### src/rtl/dmem_pkg.sv
// Shared constants and address-check helper for the data-memory arbiter.
package dmem_pkg;

  localparam int DMEM_WORDS   = 32;
  localparam int DMEM_IDX_LSB = 2;
  localparam int DMEM_IDX_MSB = 6;

  localparam logic PORT_CPU = 1'b0;
  localparam logic PORT_IO  = 1'b1;

  // Misaligned or beyond the 128-byte window of the 32-word memory.
  function automatic logic addr_bad(input logic [31:0] addr);
    return (addr[1:0] != 2'b00) || (addr[31:7] != 25'd0);
  endfunction

endpackage

### src/rtl/dmem_arbiter_rr_pick2.sv
// Combinational 2-way round-robin picker; on a tie the port not in last wins.
module rr_pick2
  import dmem_pkg::*;
(
  input  logic [1:0] elig,
  input  logic       last,
  output logic       gnt_valid,
  output logic       gnt_id
);

  // Select the winner among eligible requesters.
  always_comb begin
    gnt_valid = 1'b0;
    gnt_id    = PORT_CPU;
    case (elig)
      2'b01: begin
        gnt_valid = 1'b1;
        gnt_id    = PORT_CPU;
      end
      2'b10: begin
        gnt_valid = 1'b1;
        gnt_id    = PORT_IO;
      end
      2'b11: begin
        gnt_valid = 1'b1;
        gnt_id    = ~last;
      end
      default: begin
        gnt_valid = 1'b0;
        gnt_id    = PORT_CPU;
      end
    endcase
  end

endmodule

### src/rtl/dmem_arbiter.sv
// Shares the single-port data memory between the CPU (port 0) and I/O (port 1)
// masters with round-robin arbitration and registered ack/err/read data.
module dmem_arbiter
  import dmem_pkg::*;
#(
  parameter int AW    = 32,
  parameter int DW    = 32,
  parameter int WORDS = DMEM_WORDS
) (
  input  logic          Clk,
  input  logic          Rst,
  input  logic          Req0,
  input  logic          We0,
  input  logic [AW-1:0] Addr0,
  input  logic [DW-1:0] Din0,
  output logic          Ack0,
  output logic          Err0,
  output logic [DW-1:0] Dout0,
  input  logic          Req1,
  input  logic          We1,
  input  logic [AW-1:0] Addr1,
  input  logic [DW-1:0] Din1,
  output logic          Ack1,
  output logic          Err1,
  output logic [DW-1:0] Dout1,
  output logic [AW-1:0] MemAddr,
  output logic [DW-1:0] MemDin,
  output logic          MemWe,
  input  logic [DW-1:0] MemDout
);

  logic          last_r;
  logic          ack0_r, ack1_r, err0_r, err1_r;
  logic [DW-1:0] dout0_r, dout1_r;

  logic [1:0]    elig_s;
  logic          gnt_valid_s, gnt_id_s;
  logic [AW-1:0] win_addr_s;
  logic [DW-1:0] win_din_s;
  logic          win_we_s;
  logic          bad_s;

  // The Ack cycle masks a port; reset forces the no-grant drive.
  assign elig_s = {Req1 & ~ack1_r & ~Rst, Req0 & ~ack0_r & ~Rst};

  rr_pick2 u_pick (
    .elig      (elig_s),
    .last      (last_r),
    .gnt_valid (gnt_valid_s),
    .gnt_id    (gnt_id_s)
  );

  // Route the winning requester's access fields.
  always_comb begin
    win_addr_s = Addr0;
    win_din_s  = Din0;
    win_we_s   = We0;
    if (gnt_id_s == PORT_IO) begin
      win_addr_s = Addr1;
      win_din_s  = Din1;
      win_we_s   = We1;
    end else begin
      win_addr_s = Addr0;
      win_din_s  = Din0;
      win_we_s   = We0;
    end
  end

  assign bad_s = addr_bad(32'(win_addr_s)) ||
                 (int'(win_addr_s[DMEM_IDX_MSB:DMEM_IDX_LSB]) >= WORDS);

  // Drive the memory port; idle drive is all zeros.
  always_comb begin
    MemAddr = '0;
    MemDin  = '0;
    MemWe   = 1'b0;
    if (gnt_valid_s) begin
      MemAddr = win_addr_s;
      MemDin  = win_din_s;
      MemWe   = win_we_s & ~bad_s & ~Rst;
    end else begin
      MemAddr = '0;
      MemDin  = '0;
      MemWe   = 1'b0;
    end
  end

  // Completion registers and round-robin history.
  always_ff @(posedge Clk or posedge Rst) begin
    if (Rst) begin
      last_r  <= PORT_IO;
      ack0_r  <= 1'b0;
      ack1_r  <= 1'b0;
      err0_r  <= 1'b0;
      err1_r  <= 1'b0;
      dout0_r <= '0;
      dout1_r <= '0;
    end else begin
      ack0_r <= gnt_valid_s & (gnt_id_s == PORT_CPU);
      ack1_r <= gnt_valid_s & (gnt_id_s == PORT_IO);
      err0_r <= gnt_valid_s & (gnt_id_s == PORT_CPU) & bad_s;
      err1_r <= gnt_valid_s & (gnt_id_s == PORT_IO) & bad_s;
      if (gnt_valid_s) begin
        last_r <= gnt_id_s;
      end else begin
        last_r <= last_r;
      end
      if (gnt_valid_s && !bad_s && !win_we_s && (gnt_id_s == PORT_CPU)) begin
        dout0_r <= MemDout;
      end else begin
        dout0_r <= dout0_r;
      end
      if (gnt_valid_s && !bad_s && !win_we_s && (gnt_id_s == PORT_IO)) begin
        dout1_r <= MemDout;
      end else begin
        dout1_r <= dout1_r;
      end
    end
  end

  assign Ack0  = ack0_r;
  assign Ack1  = ack1_r;
  assign Err0  = err0_r;
  assign Err1  = err1_r;
  assign Dout0 = dout0_r;
  assign Dout1 = dout1_r;

endmodule

### config.mk
export PLATFORM = sky130hd
export DESIGN_NAME = dmem_arbiter
export DESIGN_NICKNAME = d
export VERILOG_FILES = /design/src/rtl/dmem_pkg.sv /design/src/rtl/dmem_arbiter_rr_pick2.sv /design/src/rtl/dmem_arbiter.sv
export SDC_FILE = /design/constraint.sdc
export NUM_CORES = 1
export LEC_CHECK = 0
export CORE_MARGIN = 1
export CORE_UTILIZATION = 25
export DETAILED_ROUTE_END_ITERATION = 7
export PLACE_DENSITY = 0.59
export SYNTH_ARGS = -nofsm -noshare
export SYNTH_HDL_FRONTEND = slang
export SYNTH_HIERARCHICAL = 1
export SYNTH_SLANG_ARGS = --single-unit
export TNS_END_PERCENT = 1
### constraint.sdc
create_clock -name Clk -period 7.5 [get_ports Clk]
set_input_delay 0.75 -clock Clk [delete_from_list [all_inputs] [get_ports Clk]]
set_output_delay 0.75 -clock Clk [all_outputs]
set_load 0.01 [all_outputs]
# Word level (Yosys, flattened, before mapping)
# Index checks and enable logic that the tools add are counted.
[op_classes] eq_ne=3 n_mux=8 bitwise_logic=16 reduce_logical=10
[ops] op="$mux 32" n=4
[ops] op="$reduce_bool 25->1" n=1
[ops] op="$and 1x1->1" n=10
[ops] op="$not 1->1" n=6
[ops] op="$eq 2x2->1 const B" n=2
[ops] op="$logic_and 1x1->1" n=4
[ops] op="$mux 1" n=3
[ops] op="$reduce_or 3->1" n=1
[ops] op="$eq 2x1->1 const B" n=1
[ops] op="$logic_not 1->1" n=2
[ops] op="$pmux 1 s2" n=1
[ops] op="$reduce_bool 2->1" n=1
[ops] op="$logic_or 1x1->1" n=1
[totals] regBits=69 input_bits=166 out_inout_bits=133 word_cells=44

# Logic depth before layout (Yosys ltp)
[logic_depth] word_depth=12 mapped_depth=8 depth_no_buf=6

# By module
# Netlist, hierarchy kept.
[modules_own_cells] mod="dmem_arbiter" n_inst=1 cells_per_inst=322 area_per_inst_um2=3861.2 seq_area_each_um2=1727.9
[modules_own_cells] mod="rr_pick2" n_inst=1 cells_per_inst=2 area_per_inst_um2=13.8 seq_area_each_um2=0.0

# Worst setup path after synthesis
# OpenSTA, ideal clock, no wires.
[synth_path] kind="input port to output port" from="input port Rst" to="output port MemWe" t_arrival_ps=2668 t_required_ps=6750 path_slack_ps=4082 path_stages=7 n_path_buf=1 cell_sequence="nor3b_1 -> a21boi_0 -> buf_2 -> or4b_1 -> o22ai_2 -> o21ai_0 -> a2111oi_0"
[synth_between] elab_chain_cells=11 elab_cells_between_ends=18 classes_between="3 x eq/ne; 5 x mux; 6 x bitwise; 4 x reduce/logical"
[synth_lines] element="from (decl)" line_no="dmem_arbiter.sv:11" text="input logic Rst,"
[synth_lines] element="$not 1->1 (*)" line_no="dmem_arbiter.sv:44" text="assign elig_s = {Req1 & ~ack1_r & ~Rst, Req0 & ~ack0_r & ~Rst};"
[synth_lines] element="$and 1x1->1" line_no="dmem_arbiter.sv:44"
[synth_lines] element="$eq 2x2->1" line_no="dmem_arbiter_rr_pick2.sv:15" text="case (elig)"
[synth_lines] element="$pmux 1 s2 (*)" line_no="dmem_arbiter_rr_pick2.sv:15"
[synth_lines] element="net gnt_id_s" line_no="dmem_arbiter.sv:37" text="logic gnt_valid_s, gnt_id_s;"
[synth_lines] element="$mux 32" line_no="dmem_arbiter.sv:58" text="if (gnt_id_s == PORT_IO) begin"
[synth_lines] element="$reduce_bool 25->1 or $reduce_bool 2->1 (tied branches)" line_no="dmem_pkg.sv:13" text="return (addr[1:0] != 2'b00) || (addr[31:7] != 25'd0);"
[synth_lines] element="$logic_or 1x1->1" line_no="dmem_pkg.sv:13"
[synth_lines] element="$not 1->1" line_no="dmem_arbiter.sv:80" text="MemWe = win_we_s & ~bad_s & ~Rst;"
[synth_lines] element="$and 1x1->1 (*) (2 in a row)" line_no="dmem_arbiter.sv:80"
[synth_lines] element="$mux 1 (*)" line_no="dmem_arbiter.sv:77" text="if (gnt_valid_s) begin"
[synth_lines] element="to (decl)" line_no="dmem_arbiter.sv:28" text="output logic MemWe,"
# The timed path passes the listed nets; every way through them passes the cells marked *.

# Final worst setup path
[layout_path] from="input port Rst" to="output port MemWe"
[layout_between] elab_chain_cells=11 elab_cells_between_ends=18 classes_between="3 x eq/ne; 5 x mux; 6 x bitwise; 4 x reduce/logical"
[layout_lines] element="$not 1->1 (*)" line_no="dmem_arbiter.sv:44"
[layout_lines] element="$and 1x1->1 (*)" line_no="dmem_arbiter.sv:44"
[layout_lines] element="net elig_s[0]" line_no="dmem_arbiter.sv:36" text="logic [1:0] elig_s;"
[layout_lines] element="$eq 2x2->1" line_no="dmem_arbiter_rr_pick2.sv:15"
[layout_lines] element="$pmux 1 s2 (*)" line_no="dmem_arbiter_rr_pick2.sv:15"
[layout_lines] element="net gnt_id_s" line_no="dmem_arbiter.sv:37"
[layout_lines] element="$mux 32" line_no="dmem_arbiter.sv:58"
[layout_lines] element="$reduce_bool 25->1 or $reduce_bool 2->1 (tied branches)" line_no="dmem_pkg.sv:13"
[layout_lines] element="$logic_or 1x1->1" line_no="dmem_pkg.sv:13"
[layout_lines] element="$not 1->1" line_no="dmem_arbiter.sv:80"
[layout_lines] element="$and 1x1->1 (*) (2 in a row)" line_no="dmem_arbiter.sv:80"
[layout_lines] element="$mux 1 (*)" line_no="dmem_arbiter.sv:77"
# Marked as above.

==> summary.md <==
| Metric | Value |
|---|---|
| Outcome | `finished, final reports clean` |
| Placed cells | `793` |
| Worst-Skew Late Latency | `0.32 ns` |
| Mapped Avg Cell Area | `12.0 um2` |
| Hold Vio Cnt, Final | `0` |
| TritonCTS clock tree | `yes` |
| Initial drt markers | `197` |
| # diodes | `0` |
| Netlist cell types | `35` |
| Hpwl dp | `11100 um` |
| VDD IR max | `113 uV` |
| Initial core utilization | `25.6%` |
| Slew HR | `27.3%` |
| RSZ-0062 raised after global routing | `no` |
| Min Tclk post-route | `4.99 ns` |
| Remaining DRCs | `0` |
| Post-CTS Setup Bufs | `0` |
| Hold path start | `Dout1[4]` |
| Crit Reg-Reg Endpoint | `Dout1[31]` |
| Total negative slack | `0 ns` |
| Average wire per standard cell | `17.3 um` |
| P&R area growth vs syn | `88.4%` |
| Worst EP arrival | `4.24 ns` |
| Die W | `127 um` |
| Layout cell share with drive strength beyond 1 | `10.0%` |
| Worst setup SP type | `input pin` |
| Worst Max-Slew Pin Slew | `1.09 ns` |
| Number of synthesized register bits | `69` |
| Clock transition at path regs | `0.06 ns` |
| Core area | `15100 um2` |
| Post-synth EDFFs | `0` |
| Fin. max-slew vios | `0` |
| Design area | `7300 um2` |
| Crit-path max cell delay | `0.67 ns` |
| Vias/cell | `4.52` |
| Max cap viols | `0` |
| Final worst-path cycle share | `66.6%` |
| Power Density | `142 nW/um2` |
| Routability congestion estimate | `0.881` |
| Commonest cells post-synth | `dfrtp_1 (68), nor2_1 (68), mux2i_1 (64)` |
| Mapped Cells | `324` |
| Yosys top cell area share | `43.9%` |
| Critical path fanouts, max | `38` |
| Vias in the first global route | `3870` |
| Syn Nets | `490` |
| TritonCTS buffer count | `9` |
| Gr usage total | `17.4%` |
| Vias after detailed routing | `3654` |
| Synth Cell Area | `3870 um2` |
| Crit. End Element | `primary output` |
| Hold bufs inserted after CTS | `0` |
| Top_reg_cell synth | `dfrtp_1` |
| Pre-CTS WS | `2.47 ns` |
| First-pass GRT wire length | `21600 um` |
| Hold Crit Depth | `1` |
| R2r startpoint | `Ack0` |
| CTS sink cnt | `69` |
| Crit path cell chain | `clkdlybuf4s50_1 > nor3b_1 > a21boi_4 > buf_4 > or4_1 > o22ai_2 > o21ai_0 > a2111oi_0 > clkdlybuf4s50_1` |
| Die ar. | `16000 um2` |
| Overflow after GRT | `0` |
| Hold Crit Endpoint | `Dout1[4]` |
| Routed wire length | `14000 um` |
| Setup ws final | `2.51 ns` |
| Root buffer cell | `clkbuf_16` |
| Ys async rst share | `100%` |
| R2r setup slk | `4.01 ns` |
| Synth area leader | `dfrtp_1` |
| Synth top area cells | `dfrtp_1 (44%), mux2i_1 (17%), mux2_4 (12%), mux2_1 (8.7%), nor2_1 (6.6%)` |
| Warnings, synthesis | `6` |
| Post-route insts no fill | `808` |
| Reg2Reg Depth | `7` |
| Largest net degree at the start of global routing | `67` |
| IO Port Bufs | `298` |
| # rows | `45` |
| Worst min-delay path class | `reg2reg` |
| Fmax | `200 MHz` |
| Req. time, crit path | `6.75 ns` |
| Clock skew | `0.00480 ns` |
| NumNets Final | `782` |
| Post-DP Area | `7010 um2` |
| Leak | `3.18 nW` |
| Slowest cell on the critical path | `clkdlybuf4s50_1` |
| Final ANT Viol Nets | `0` |
| Die Y | `127 um` |
| Total I/O pin count | `299` |
| Top cell by count, worst path | `clkdlybuf4s50_1` |
| CTS resizes | `0` |
| Crit path kind | `in2out` |
| Register area share after synthesis | `44.6%` |
| Initial antenna violation count | `0` |
| Max Root-Sink Buffers | `2` |
| H-tree Lvls | `3` |
| # setup viols final | `0` |
| First-pass DRT Iterations | `4` |
==> worst max-delay path by stage <==
stage          start     to  slack (ns)  cells after the start
5_1_grt          Rst  MemWe        2.24                      9
4_1_cts          Rst  MemWe        2.43                      9
6_report         Rst  MemWe        2.51                      9
3_5_place_dp     Rst  MemWe        2.47                      9
2_1_floorplan    Rst  MemWe        4.08                      7
3_3_place_gp     Rst  MemWe        2.71                      9
==> power by group <==
part	switching (mW)	leakage, nW	internal (mW)
clock network	0.159	0.141	0.255
registers	0.00159	0.958	0.375
logic	0.0958	2.09	0.150
total	0.257	3.18	0.781
==> final cells by class <==
class	count	area [um2]
Inverter	4	15.0
Timing Repair Buffer	302	3010
Fill cell	1383	7850
Multi-Input combinational cell	230	2020
Sequential cell	69	1730
Clock inverter	6	65.1
Tap cell	188	235
Clock buffer	9	225
==> critical path: cells and delay by family <==
family / cells / cell delay (ns)
buf+inv: 3 / 1.50
compound gates: 4 / 0.94
simple gates: 2 / 1.03
==> cells by family (layout without fill, tap and decap cells) <==
family / count (synthesis) / after routing / synth area share [%]
compound gates: 10 / 10 / 2.52
buf+inv: 25 / 321 / 3.62
flops: 69 / 69 / 44.6
mux: 128 / 128 / 38.0
simple gates: 92 / 92 / 11.2
==> state kept, by name, indices dropped and copies added (netlist names) <==
signal and cells:
Dout1 32, last_r 1, Err0 1, Ack1 1
Ack0 1, Dout0 32, Err1 1
==> layout by cell type, fill, tap and decap left out, types with 3 or more instances in the layout <==
| master | synthesis | final |
|---|---|---|
| nor4_1 | 7 | 7 |
| mux2i_1 | 64 | 64 |
| mux2_2 | 4 | 4 |
| nor2_1 | 68 | 68 |
| and4_1 | 3 | 3 |
| dfrtp_1 | 68 | 68 |
| mux2_1 | 30 | 30 |
| clkbuf_16 | 0 | 9 |
| clkdlybuf4s50_1 | 0 | 298 |
| buf_4 | 0 | 4 |
| mux2_4 | 30 | 30 |
==> through the flow <==
stage               hold WS, ns  power, mW  utilization [%]
floorplan                 0.512      0.464                -
global placement          0.467      0.628             46.3
detailed placement        0.475      0.631             46.3
CTS                       0.488       1.06             48.2
global route              0.501       1.09             48.2
finish                    0.482       1.04             48.2
==> per-layer routing <==
| metal | GRT usage (%) | up-vias | part of all wire (%) |
|---|---|---|---|
| met5 | 0 | - | 0 |
| met4 | 5.03 | 0 | 1.9 |
| met3 | 4.60 | 14 | 6.6 |
| met2 | 30.3 | 150 | 50 |
| met1 | 20.9 | 1747 | 41 |
| li1 | - | 1743 | - |
Power figures use the tool's default switching activity.
